File: config.mk
export PLATFORM = sky130hd
export DESIGN_NAME = data_mem_ctrl_flat
export DESIGN_NICKNAME = d
export VERILOG_FILES = /design/src/rtl/dmem_pkg.sv /design/src/rtl/data_mem_ctrl_if.sv /design/src/rtl/dmem_bank.sv /design/src/rtl/data_mem_ctrl.sv /design/src/flat_wrapper.sv
export SDC_FILE = /design/constraint.sdc
export NUM_CORES = 2
export LEC_CHECK = 0
export ABC_AREA = 0
export CAP_MARGIN = 20
export CELL_PAD_IN_SITES_DETAIL_PLACEMENT = 1
export CELL_PAD_IN_SITES_GLOBAL_PLACEMENT = 1
export CORE_ASPECT_RATIO = 0.75
export CORE_UTILIZATION = 54
export CTS_BUF_LIST = sky130_fd_sc_hd__clkbuf_2
export CTS_CLUSTER_DIAMETER = 200
export DETAILED_ROUTE_END_ITERATION = 6
export GPL_TIMING_DRIVEN = 0
export PLACE_DENSITY = 0.84
export SYNTH_ARGS = -nofsm -noshare
export SYNTH_HDL_FRONTEND = slang
export SYNTH_SLANG_ARGS = --single-unit
File: constraint.sdc
create_clock -name clk -period 8.78 [get_ports clk]
set_input_delay 1.756 -clock clk [delete_from_list [all_inputs] [get_ports clk]]
set_output_delay 1.756 -clock clk [all_outputs]
set_load 0.02 [all_outputs]
File: src/rtl/dmem_pkg.sv
// Shared types and access-legality helpers for the RV32 data memory controller.
package dmem_pkg;

  localparam int unsigned DMEM_ADDR_W = 9;
  localparam int unsigned DMEM_DATA_W = 32;
  localparam int unsigned DMEM_FCNT_W = 8;

  typedef enum logic [2:0] {
    F3_B  = 3'b000,
    F3_H  = 3'b001,
    F3_W  = 3'b010,
    F3_BU = 3'b100,
    F3_HU = 3'b101
  } funct3_e;

  typedef struct packed {
    logic                   we;
    logic [DMEM_ADDR_W-1:0] addr;
    logic [DMEM_DATA_W-1:0] wdata;
    logic [2:0]             funct3;
  } dmem_req_t;

  // Unsigned widths exist only for loads.
  function automatic logic width_legal(input logic [2:0] funct3, input logic we);
    logic ok;
    ok = 1'b0;
    case (funct3_e'(funct3))
      F3_B, F3_H, F3_W: ok = 1'b1;
      F3_BU, F3_HU:     ok = !we;
      default:          ok = 1'b0;
    endcase
    return ok;
  endfunction

  function automatic logic is_aligned(input logic [2:0] funct3, input logic [1:0] offset);
    logic ok;
    ok = 1'b0;
    case (funct3[1:0])
      2'b00:   ok = 1'b1;
      2'b01:   ok = !offset[0];
      2'b10:   ok = (offset == 2'b00);
      default: ok = 1'b0;
    endcase
    return ok;
  endfunction

endpackage

File: src/rtl/data_mem_ctrl_if.sv
// Request/response handshake bundle between execute stage and data memory.
interface data_mem_ctrl_if
  import dmem_pkg::*;
#(
  parameter int unsigned DM_ADDRESS  = DMEM_ADDR_W,
  parameter int unsigned DATA_W      = DMEM_DATA_W,
  parameter int unsigned FAULT_CNT_W = DMEM_FCNT_W
);
  logic                   req_valid;
  logic                   req_ready;
  logic                   req_we;
  logic [DM_ADDRESS-1:0]  req_addr;
  logic [DATA_W-1:0]      req_wdata;
  logic [2:0]             req_funct3;
  logic                   rsp_valid;
  logic                   rsp_ready;
  logic [DATA_W-1:0]      rsp_rdata;
  logic                   rsp_fault;
  logic [FAULT_CNT_W-1:0] fault_count;

  modport master (
    output req_valid, req_we, req_addr, req_wdata, req_funct3, rsp_ready,
    input  req_ready, rsp_valid, rsp_rdata, rsp_fault, fault_count
  );

  modport slave (
    input  req_valid, req_we, req_addr, req_wdata, req_funct3, rsp_ready,
    output req_ready, rsp_valid, rsp_rdata, rsp_fault, fault_count
  );
endinterface

File: src/rtl/dmem_bank.sv
// Byte-strobed synchronous word RAM with one-cycle registered read.
module dmem_bank #(
  parameter int unsigned AW = 7,
  parameter int unsigned DW = 32
) (
  input  logic          clk,
  input  logic          re,
  input  logic [3:0]    we,
  input  logic [AW-1:0] waddr,
  input  logic [DW-1:0] wdata,
  input  logic [AW-1:0] raddr,
  output logic [DW-1:0] rdata
);
  localparam int unsigned DEPTH = 1 << AW;

  logic [DW-1:0] mem [DEPTH];

  // Contents are deliberately not reset; rdata holds while re is low.
  always_ff @(posedge clk) begin
    for (int b = 0; b < 4; b++) begin
      if (we[b]) mem[waddr][8*b +: 8] <= wdata[8*b +: 8];
    end
    if (re) rdata <= mem[raddr];
  end

endmodule

File: src/rtl/data_mem_ctrl.sv
// RV32 data memory: load/store width decode, lane alignment, extension, fault trap.
module data_mem_ctrl
  import dmem_pkg::*;
#(
  parameter int unsigned DM_ADDRESS  = DMEM_ADDR_W,
  parameter int unsigned DATA_W      = DMEM_DATA_W,
  parameter int unsigned FAULT_CNT_W = DMEM_FCNT_W
) (
  input logic              clk,
  input logic              rst_n,
  data_mem_ctrl_if.slave   bus
);
  localparam int unsigned WORD_AW = DM_ADDRESS - 2;

  if (DATA_W != 32) begin : g_bad_data_w
    $error("data_mem_ctrl supports DATA_W == 32 only");
  end

  typedef enum logic {S_IDLE, S_RESP} state_e;

  state_e                 state_q, state_d;
  logic                   rsp_load_q, rsp_load_d;
  logic                   rsp_fault_q, rsp_fault_d;
  logic [2:0]             rsp_f3_q, rsp_f3_d;
  logic [1:0]             rsp_off_q, rsp_off_d;
  logic [FAULT_CNT_W-1:0] fcnt_q, fcnt_d;

  logic                   rsp_valid;
  logic                   req_ready;
  logic                   accept_c;
  logic                   legal_c;
  logic                   rd_en_c;
  logic [1:0]             offset_c;
  logic [WORD_AW-1:0]     widx_c;
  logic [3:0]             wstrb_c;
  logic [DATA_W-1:0]      wlanes_c;
  logic [DATA_W-1:0]      bank_rdata;
  logic [7:0]             lane_b;
  logic [15:0]            lane_h;
  logic [DATA_W-1:0]      ext_c;

  assign rsp_valid       = (state_q == S_RESP);
  assign req_ready       = !rsp_valid || bus.rsp_ready;
  assign bus.req_ready   = req_ready;
  assign bus.rsp_valid   = rsp_valid;
  assign bus.rsp_fault   = rsp_fault_q;
  assign bus.fault_count = fcnt_q;
  assign bus.rsp_rdata   = rsp_load_q ? ext_c : '0;

  // Request decode: legality, byte strobes and lane-replicated store data.
  always_comb begin
    offset_c = bus.req_addr[1:0];
    widx_c   = bus.req_addr[DM_ADDRESS-1:2];
    accept_c = bus.req_valid && req_ready;
    legal_c  = width_legal(bus.req_funct3, bus.req_we) && is_aligned(bus.req_funct3, offset_c);
    wstrb_c  = 4'b1111;
    wlanes_c = bus.req_wdata;
    case (bus.req_funct3[1:0])
      2'b00: begin
        wstrb_c  = 4'b0001 << offset_c;
        wlanes_c = {4{bus.req_wdata[7:0]}};
      end
      2'b01: begin
        wstrb_c  = offset_c[1] ? 4'b1100 : 4'b0011;
        wlanes_c = {2{bus.req_wdata[15:0]}};
      end
      default: ;
    endcase
    if (!(accept_c && bus.req_we && legal_c)) wstrb_c = 4'b0000;
    rd_en_c = accept_c && !bus.req_we && legal_c;
  end

  dmem_bank #(.AW(WORD_AW), .DW(DATA_W)) u_bank (
    .clk   (clk),
    .re    (rd_en_c),
    .we    (wstrb_c),
    .waddr (widx_c),
    .wdata (wlanes_c),
    .raddr (widx_c),
    .rdata (bank_rdata)
  );

  // Response FSM and metadata captured at acceptance.
  always_comb begin
    state_d     = state_q;
    rsp_load_d  = rsp_load_q;
    rsp_fault_d = rsp_fault_q;
    rsp_f3_d    = rsp_f3_q;
    rsp_off_d   = rsp_off_q;
    fcnt_d      = fcnt_q;
    case (state_q)
      S_IDLE:  if (accept_c) state_d = S_RESP;
      S_RESP:  if (bus.rsp_ready) state_d = accept_c ? S_RESP : S_IDLE;
      default: state_d = S_IDLE;
    endcase
    if (accept_c) begin
      rsp_load_d  = rd_en_c;
      rsp_fault_d = !legal_c;
      rsp_f3_d    = bus.req_funct3;
      rsp_off_d   = offset_c;
      if (!legal_c && (fcnt_q != '1)) fcnt_d = fcnt_q + FAULT_CNT_W'(1);
    end else if (rsp_valid && bus.rsp_ready) begin
      rsp_load_d  = 1'b0;
      rsp_fault_d = 1'b0;
    end
  end

  always_ff @(posedge clk or negedge rst_n) begin
    if (!rst_n) begin
      state_q     <= S_IDLE;
      rsp_load_q  <= 1'b0;
      rsp_fault_q <= 1'b0;
      rsp_f3_q    <= 3'b000;
      rsp_off_q   <= 2'b00;
      fcnt_q      <= '0;
    end else begin
      state_q     <= state_d;
      rsp_load_q  <= rsp_load_d;
      rsp_fault_q <= rsp_fault_d;
      rsp_f3_q    <= rsp_f3_d;
      rsp_off_q   <= rsp_off_d;
      fcnt_q      <= fcnt_d;
    end
  end

  // Lane select and extension of the registered RAM word.
  always_comb begin
    case (rsp_off_q)
      2'd0:    lane_b = bank_rdata[7:0];
      2'd1:    lane_b = bank_rdata[15:8];
      2'd2:    lane_b = bank_rdata[23:16];
      default: lane_b = bank_rdata[31:24];
    endcase
    lane_h = rsp_off_q[1] ? bank_rdata[31:16] : bank_rdata[15:0];
    case (funct3_e'(rsp_f3_q))
      F3_B:    ext_c = {{24{lane_b[7]}}, lane_b};
      F3_BU:   ext_c = {24'h000000, lane_b};
      F3_H:    ext_c = {{16{lane_h[15]}}, lane_h};
      F3_HU:   ext_c = {16'h0000, lane_h};
      default: ext_c = bank_rdata;
    endcase
  end

endmodule

File: src/flat_wrapper.sv
// flat-port wrapper written by rule: the top's interface ports become plain ports
module data_mem_ctrl_flat import dmem_pkg::*;
#(
  parameter int unsigned DM_ADDRESS  = DMEM_ADDR_W,
  parameter int unsigned DATA_W      = DMEM_DATA_W,
  parameter int unsigned FAULT_CNT_W = DMEM_FCNT_W
)
  (clk, rst_n, bus_req_valid, bus_req_we, bus_req_addr, bus_req_wdata, bus_req_funct3, bus_rsp_ready, bus_req_ready, bus_rsp_valid, bus_rsp_rdata, bus_rsp_fault, bus_fault_count);
  data_mem_ctrl_if #(.DM_ADDRESS(DM_ADDRESS), .DATA_W(DATA_W), .FAULT_CNT_W(FAULT_CNT_W)) bus_i ();
  input logic clk;
  input logic rst_n;
  input wire logic [$bits(bus_i.req_valid)-1:0] bus_req_valid;
  input wire logic [$bits(bus_i.req_we)-1:0] bus_req_we;
  input wire logic [$bits(bus_i.req_addr)-1:0] bus_req_addr;
  input wire logic [$bits(bus_i.req_wdata)-1:0] bus_req_wdata;
  input wire logic [$bits(bus_i.req_funct3)-1:0] bus_req_funct3;
  input wire logic [$bits(bus_i.rsp_ready)-1:0] bus_rsp_ready;
  output wire logic [$bits(bus_i.req_ready)-1:0] bus_req_ready;
  output wire logic [$bits(bus_i.rsp_valid)-1:0] bus_rsp_valid;
  output wire logic [$bits(bus_i.rsp_rdata)-1:0] bus_rsp_rdata;
  output wire logic [$bits(bus_i.rsp_fault)-1:0] bus_rsp_fault;
  output wire logic [$bits(bus_i.fault_count)-1:0] bus_fault_count;
  assign bus_i.req_valid = bus_req_valid;
  assign bus_i.req_we = bus_req_we;
  assign bus_i.req_addr = bus_req_addr;
  assign bus_i.req_wdata = bus_req_wdata;
  assign bus_i.req_funct3 = bus_req_funct3;
  assign bus_i.rsp_ready = bus_rsp_ready;
  assign bus_req_ready = bus_i.req_ready;
  assign bus_rsp_valid = bus_i.rsp_valid;
  assign bus_rsp_rdata = bus_i.rsp_rdata;
  assign bus_rsp_fault = bus_i.rsp_fault;
  assign bus_fault_count = bus_i.fault_count;
  data_mem_ctrl #(.DM_ADDRESS(DM_ADDRESS), .DATA_W(DATA_W), .FAULT_CNT_W(FAULT_CNT_W)) u_core (.clk(clk), .rst_n(rst_n), .bus(bus_i));
endmodule
======== Word level (Yosys, flattened, before mapping) ========
Memory sizes are Yosys's and may differ from the RTL's. A register that Yosys moved wholly into a read port is not among the register bits.
Cells that the tools add are included.
cells by class
  add/subtract/negate cells ............... 1
  equal/unequal tests ..................... 12
  shift-type cells ........................ 1
  multiplexer cells ....................... 24
  bitwise logic cells ..................... 1
  reduce and logical (&&, ||, !) cells .... 22
operator list
  cell                                              number
  one-hot mux 32 bit (4 select lines)               1
  one-hot mux 32 bit (2 select lines)               1
  two-way mux 32 bit                                1
  one-hot mux 8 bit (3 select lines)                1
  two-way mux 16 bit                                1
  two-way mux 1 bit                                 13
  == test 3 bit (second input constant)             4
  adder 8 x 1 -> 8 bit (second input constant)      1
  logical AND 1 bit                                 8
  two-way mux 4 bit                                 2
  != test 8 bit (second input constant)             1
  one-hot mux 4 bit (2 select lines)                1
  == test 3 x 1 -> 1 bit (second input constant)    2
  zero test 2 bit                                   3
  zero test 3 bit                                   2
  == test 2 x 1 -> 1 bit (second input constant)    2
  == test 2 bit (second input constant)             2
  zero test 1 bit                                   4
  one-hot mux 1 bit (2 select lines)                2
  << shifter 1 x 2 -> 4 bit (first input constant)  1
  == test 3 x 2 -> 1 bit (second input constant)    1
  one-hot mux 1 bit (3 select lines)                1
  OR reduction 3 bit                                1
  AND reduction 2 bit                               1
  other kinds (4)                                   4
storage, ports and cells
  register bits after elaboration ......... 16
  memory bits (writable) .................. 4,096
  input port bits ......................... 49
  output and inout port bits .............. 43
  word-level logic and storage cells ...... 68
  memories kept ........................... 1
memory list
  name               words  bits a word  rd ports  clocked after memory_dff  write ports  RTL line         RTL
  u_core.u_bank.mem  128    32           1         1                         1            dmem_bank.sv:16  logic [DW-1:0] mem [DEPTH];

======== Longest topological paths before layout ========
  depth in word-level cells ............... 8
  depth in mapped cells ................... 10
  depth with buffers taken out ............ 5

======== By module ========
Synthesis repeated with hierarchy kept, for this count alone.
unflattened totals
  cells, all modules ...................... 6,811
  area total of the unflattened synthesis .. 162,010.4 µm²
by module, submodules not included
  module         instances  cells an instance  area each (µm²)
  dmem_bank      1          6,553              160,006.0
  data_mem_ctrl  1          258                2,004.4

======== Worst setup path before layout ========
No wires, ideal clock.
  path kind ............................... input to register
  from .................................... input port bus_req_funct3[0]
  to ...................................... memory u_core.u_bank.mem[0][24], data pin
  data arrival time ....................... 7,289 ps
  data required time ...................... 7,583 ps
  setup slack ............................. 294 ps
  stages .................................. 3
  path buffers ............................ 1
  path through ............................ buf_1 mux2i_1 o21ai_0
between the ends
  cells in the longest elaborated chain, start to end .. 2
RTL lines
  what                                                       RTL line             RTL
  start: declaration                                         flat_wrapper.sv:16   input wire logic [$bits(bus_i.req_funct3)-1:0] bus_req_funct3;
  == test 2 x 1 -> 1 bit or zero test 2 bit (tied branches)  data_mem_ctrl.sv:58  case (bus.req_funct3[1:0])
  one-hot mux 32 bit (2 select lines) (*)                    data_mem_ctrl.sv:58
  via u_core.u_bank.wdata[24]                                dmem_bank.sv:10      input logic [DW-1:0] wdata,
  end: declaration                                           dmem_bank.sv:16
The timed path passes the listed nets; every way through them passes the cells marked *.

======== Worst setup path in the final report ========
  from .................................... register u_core.rsp_off_q[0]
  to ...................................... output port bus_rsp_rdata[23]
between the ends
  cells in the longest elaborated chain, start to end .. 4
RTL lines
  what                                         RTL line              RTL
  start: declaration                           data_mem_ctrl.sv:25   logic [1:0] rsp_off_q, rsp_off_d;
  start signal: assignment                     data_mem_ctrl.sv:121  rsp_off_q <= rsp_off_d;
  == test 2 bit, or another cell as far along  data_mem_ctrl.sv:128  case (rsp_off_q)
  one-hot mux 8 bit (3 select lines) (*)       data_mem_ctrl.sv:128
  one-hot mux 32 bit (4 select lines) (*)      data_mem_ctrl.sv:135  case (funct3_e'(rsp_f3_q))
  two-way mux 32 bit (*)                       data_mem_ctrl.sv:48   assign bus.rsp_rdata = rsp_load_q ? ext_c : '0;
  end: declaration                             flat_wrapper.sv:20    output wire logic [$bits(bus_i.rsp_rdata)-1:0] bus_rsp_rdata;
Every way passes the cells marked *; elsewhere a longest branch is shown, timed or not.

==> flow_summary.toml <==
[run_status]
outcome = "complete, but fails checks"
failed_checks = "DRC"

[floorplan]
dieHeight_um = 474
ios = 92
core_area_um2 = 294000
initial_utilization_pct = 54.6
placementRows = 172
die-area_um2 = 299000
die_w_um = 631

[critical_path]
r2r_slack_ns = 4.03
start_kind = "flop"
endpoint_kind = "output pin"
worstPathRequired_ns = 7.02
crit_fanout = 10
worstSetupPathType = "flop to output pin"
cp.arrival_ns = 5.53
r2r_cells = 6
reg2reg_from = "u_core.bus.rsp_valid"
r2r-end = "u_core.u_bank.mem[31][12]"

[cts]
clock_sinks = 4144
clk_path_buf_depth = 4
cts_max_level = 6
cts_buffers = 886
post_cts_buffers = 0
cts.repair.resized = 0
cts_tree = "yes"
cts.root.buffer_cell = "clkbuf_2"
cts.clk_slew.worst_paths_ns = 0.18
insertion_delay_ns = 2.10

[min_path]
holdPathEnd = "u_core.u_bank.mem[40][1]"
hold_depth = 1
min-delay-start = "bus_req_wdata[1]"
hp-class = "primary input to flop"

[drt]
drc = 3
wirelength_um = 517000
drt-initial-drc-count = 17400
ant_nets = 0
viasPerCell = 6.96
via_count = 87100
wl_per_cell_um = 41.3
drt_first_pass_iters = 7

[cells_and_area]
nets = 7922
fillerInstances = 24600
final_area_um2 = 176000
syn2layout_area_growth_pct = 9.96
multi_input_area_um2 = 34700
final-seq-area_um2 = 124000
final_core_util_pct = 60.0
drive_above_1_share_pct = 35.4

[global_route]
grt-ovfl-total = 0
grtUsageTotal_pct = 34.2
grt_pass1_vias = 86000
antenna_found_initial = 73
grt_pass1_wl_um = 695000
grt_max_degree = 129

[power]
power_leakage_nw = 55.1
power.density_nw_per_um2 = 210
peakVddDrop_v = 0.000143

[timing]
max_slew_margin_pct = 4.40
fmax_ghz = 0.137
finClkSkew_ns = 0.190
final.min_clock_period_ns = 7.28
min_period_over_period_pct = 82.9
hold_violations = 0
setup_viol = 0
worst_slew_pin_slew_ns = 1.43
rsz0062_at_grt = "false"
final_max_slew_viol_count = 0

[yosys]
synth_area_um2 = 160000
yosys-top-cells-area = "edfxtp_1 (77%), mux4_2 (19%), nor2_1 (1.3%)"
synth.avg_cell_area_um2 = 23.6
synth_top_flop_cell = "edfxtp_1"
synth_edf_count = 4128
synth_area_leader_cell = "edfxtp_1"
synth_seq_cells = 4144
synth_top_area_share_pct = 77.2
synthTopCellsByCount = "edfxtp_1 (4,128), mux4_2 (1,345), nor2_1 (540)"
yosys_warnings = 0
ys_async_sr_fraction_pct = 0.386
yosysSeqAreaShare_pct = 77.5
syn_inst = 6794
synth_fp_nets = 6844
synth_most_common_cell = "edfxtp_1"
synth.distinct_cells = 37

[placed_design]
dp_hpwl_um = 348000
place_congestion = 0.968
place_area_um2 = 168000
io_buffers = 85

[job]
max_cap_violations = 0
==> per-layer routing <==
layer | part of all wire [%] | up-vias | global-route usage (%)
met2 | 43 | 9005 | 47.9
li1 | - | 31500 | -
met1 | 34 | 45200 | 46.1
met4 | 4.6 | 56 | 14.7
met3 | 18 | 1296 | 16.4
met5 | 0.075 | - | 0
==> worst max path at each step <==
| stage | from | endpoint | slack (ns) | depth (start not counted) |
|---|---|---|---|---|
| after detailed placement | bus_req_addr[4] | u_core.u_bank.mem[94][26] | 1.10 | 8 |
| after floorplan | bus_req_funct3[0] | u_core.u_bank.mem[0][24] | 0.29 | 3 |
| after CTS | u_core.rsp_off_q[0] | bus_rsp_rdata[23] | 1.50 | 6 |
| after global routing | u_core.rsp_off_q[0] | bus_rsp_rdata[23] | 1.43 | 6 |
| after global placement | bus_req_wdata[1] | u_core.u_bank.mem[98][25] | -9.42 | 3 |
| final | u_core.rsp_off_q[0] | bus_rsp_rdata[23] | 1.50 | 6 |
==> repair_timing <==
item                                    4_1_cts  5_1_grt
hold endpoints to repair                     11        0
endpoints found under the setup margin        0        0
hold buffers                                  2        0
==> flip-flops by register name, summed over array words and instances, names as in the netlist <==
| signal | flops |
|---|---|
| u_core.bus.rsp_valid | 1 |
| u_core.rsp_load_q | 1 |
| u_core.bus.rsp_fault | 1 |
| u_core.rsp_off_q | 2 |
| u_core.bus.fault_count | 8 |
| u_core.u_bank.rdata | 32 |
| u_core.rsp_f3_q | 3 |
| u_core.u_bank.mem | 4096 |
==> placed cells by master (no fill, tap or decap), drive strengths merged, types with 2 or more instances in the layout <==
cell	netlist	routed
nand3	3	3
or2	2	2
o21a	8	8
clkinvlp	0	11
and3	2	2
a21oi	26	26
mux2i	9	9
clkbuf	251	1551
and2	9	9
mux2	60	60
o211ai	2	2
clkinv	0	220
xor2	6	6
buf	140	250
mux4	1345	1345
nand2	158	158
diode	0	70
nor2b	5	5
nand4	2	2
dfrtp	16	16
o21ai	20	20
clkdlybuf4s50	0	77
nor2	540	540
o2111ai	3	3
nor4	4	4
a211oi	7	7
dlygate4sd3	0	2
bufinv	0	11
a21o	2	2
nor3	6	6
inv	24	34
nand2b	8	8
edfxtp	4128	4128
==> metrics by stage <==
| stage | TNS [ns] | setup WS, ns | hold WS (ns) | cells | power (W) |
|---|---|---|---|---|---|
| 6_report | 0 | 1.50 | 0.289 | 12500 | 0.0371 |
| 5_1_grt | 0 | 1.43 | 0.268 | 12500 | 0.0377 |
| 4_1_cts | 0 | 1.50 | 0.123 | 12400 | 0.0368 |
| 3_5_place_dp | 0 | 1.10 | 0.504 | 10900 | 0.0251 |
| 3_3_place_gp | -9154.04 | -9.42 | 0.488 | 10800 | 0.0250 |
| 2_1_floorplan | 0 | 0.294 | 0.527 | 6794 | 0.0237 |
==> worst max-delay path, cell delays in order (launching register included) <==
cell and delay [ns]:
dfrtp_1 0.67, mux4_2 0.38, a21oi_1 0.66, a21o_1 0.35
clkbuf_1 0.40, a21oi_2 0.29, clkdlybuf4s50_1 0.64
==> where the power goes <==
| part | leakage [nW] | switching (W) | total, W | internal, W |
|---|---|---|---|---|
| clock | 6.04 | 0.00798 | 0.0122 | 0.00426 |
| combinational | 11.8 | 0.00197 | 0.00292 | 0.000945 |
| sequential | 37.3 | 0.0000366 | 0.0219 | 0.0219 |
| total | 55.1 | 0.00999 | 0.0371 | 0.0271 |
==> logic make-up (layout without fill, tap and decap cells) <==
group	Yosys count	count (layout)	synth area share [%]
flops	4144	4144	77.5
mux	1414	1414	19.4
simple gates	740	740	1.79
buf+inv	415	2156	1.05
compound gates	73	73	0.277
xor+xnor	7	7	0.0382
fa+ha+maj	1	1	0.00779
other cells	0	70	0
==> final cells by class <==
type                    instances  area share, %
plain buffers                 391          0.918
inverters                      24         0.0511
diodes                         70         0.0993
clock buffers                1299           3.68
clock inverters               252          0.763
flip-flops and latches       4144           70.5
multi-input cells            2235           19.6
repair buffers                190           1.59
well taps                    3915           2.78
(Power assumes the default switching activity.)
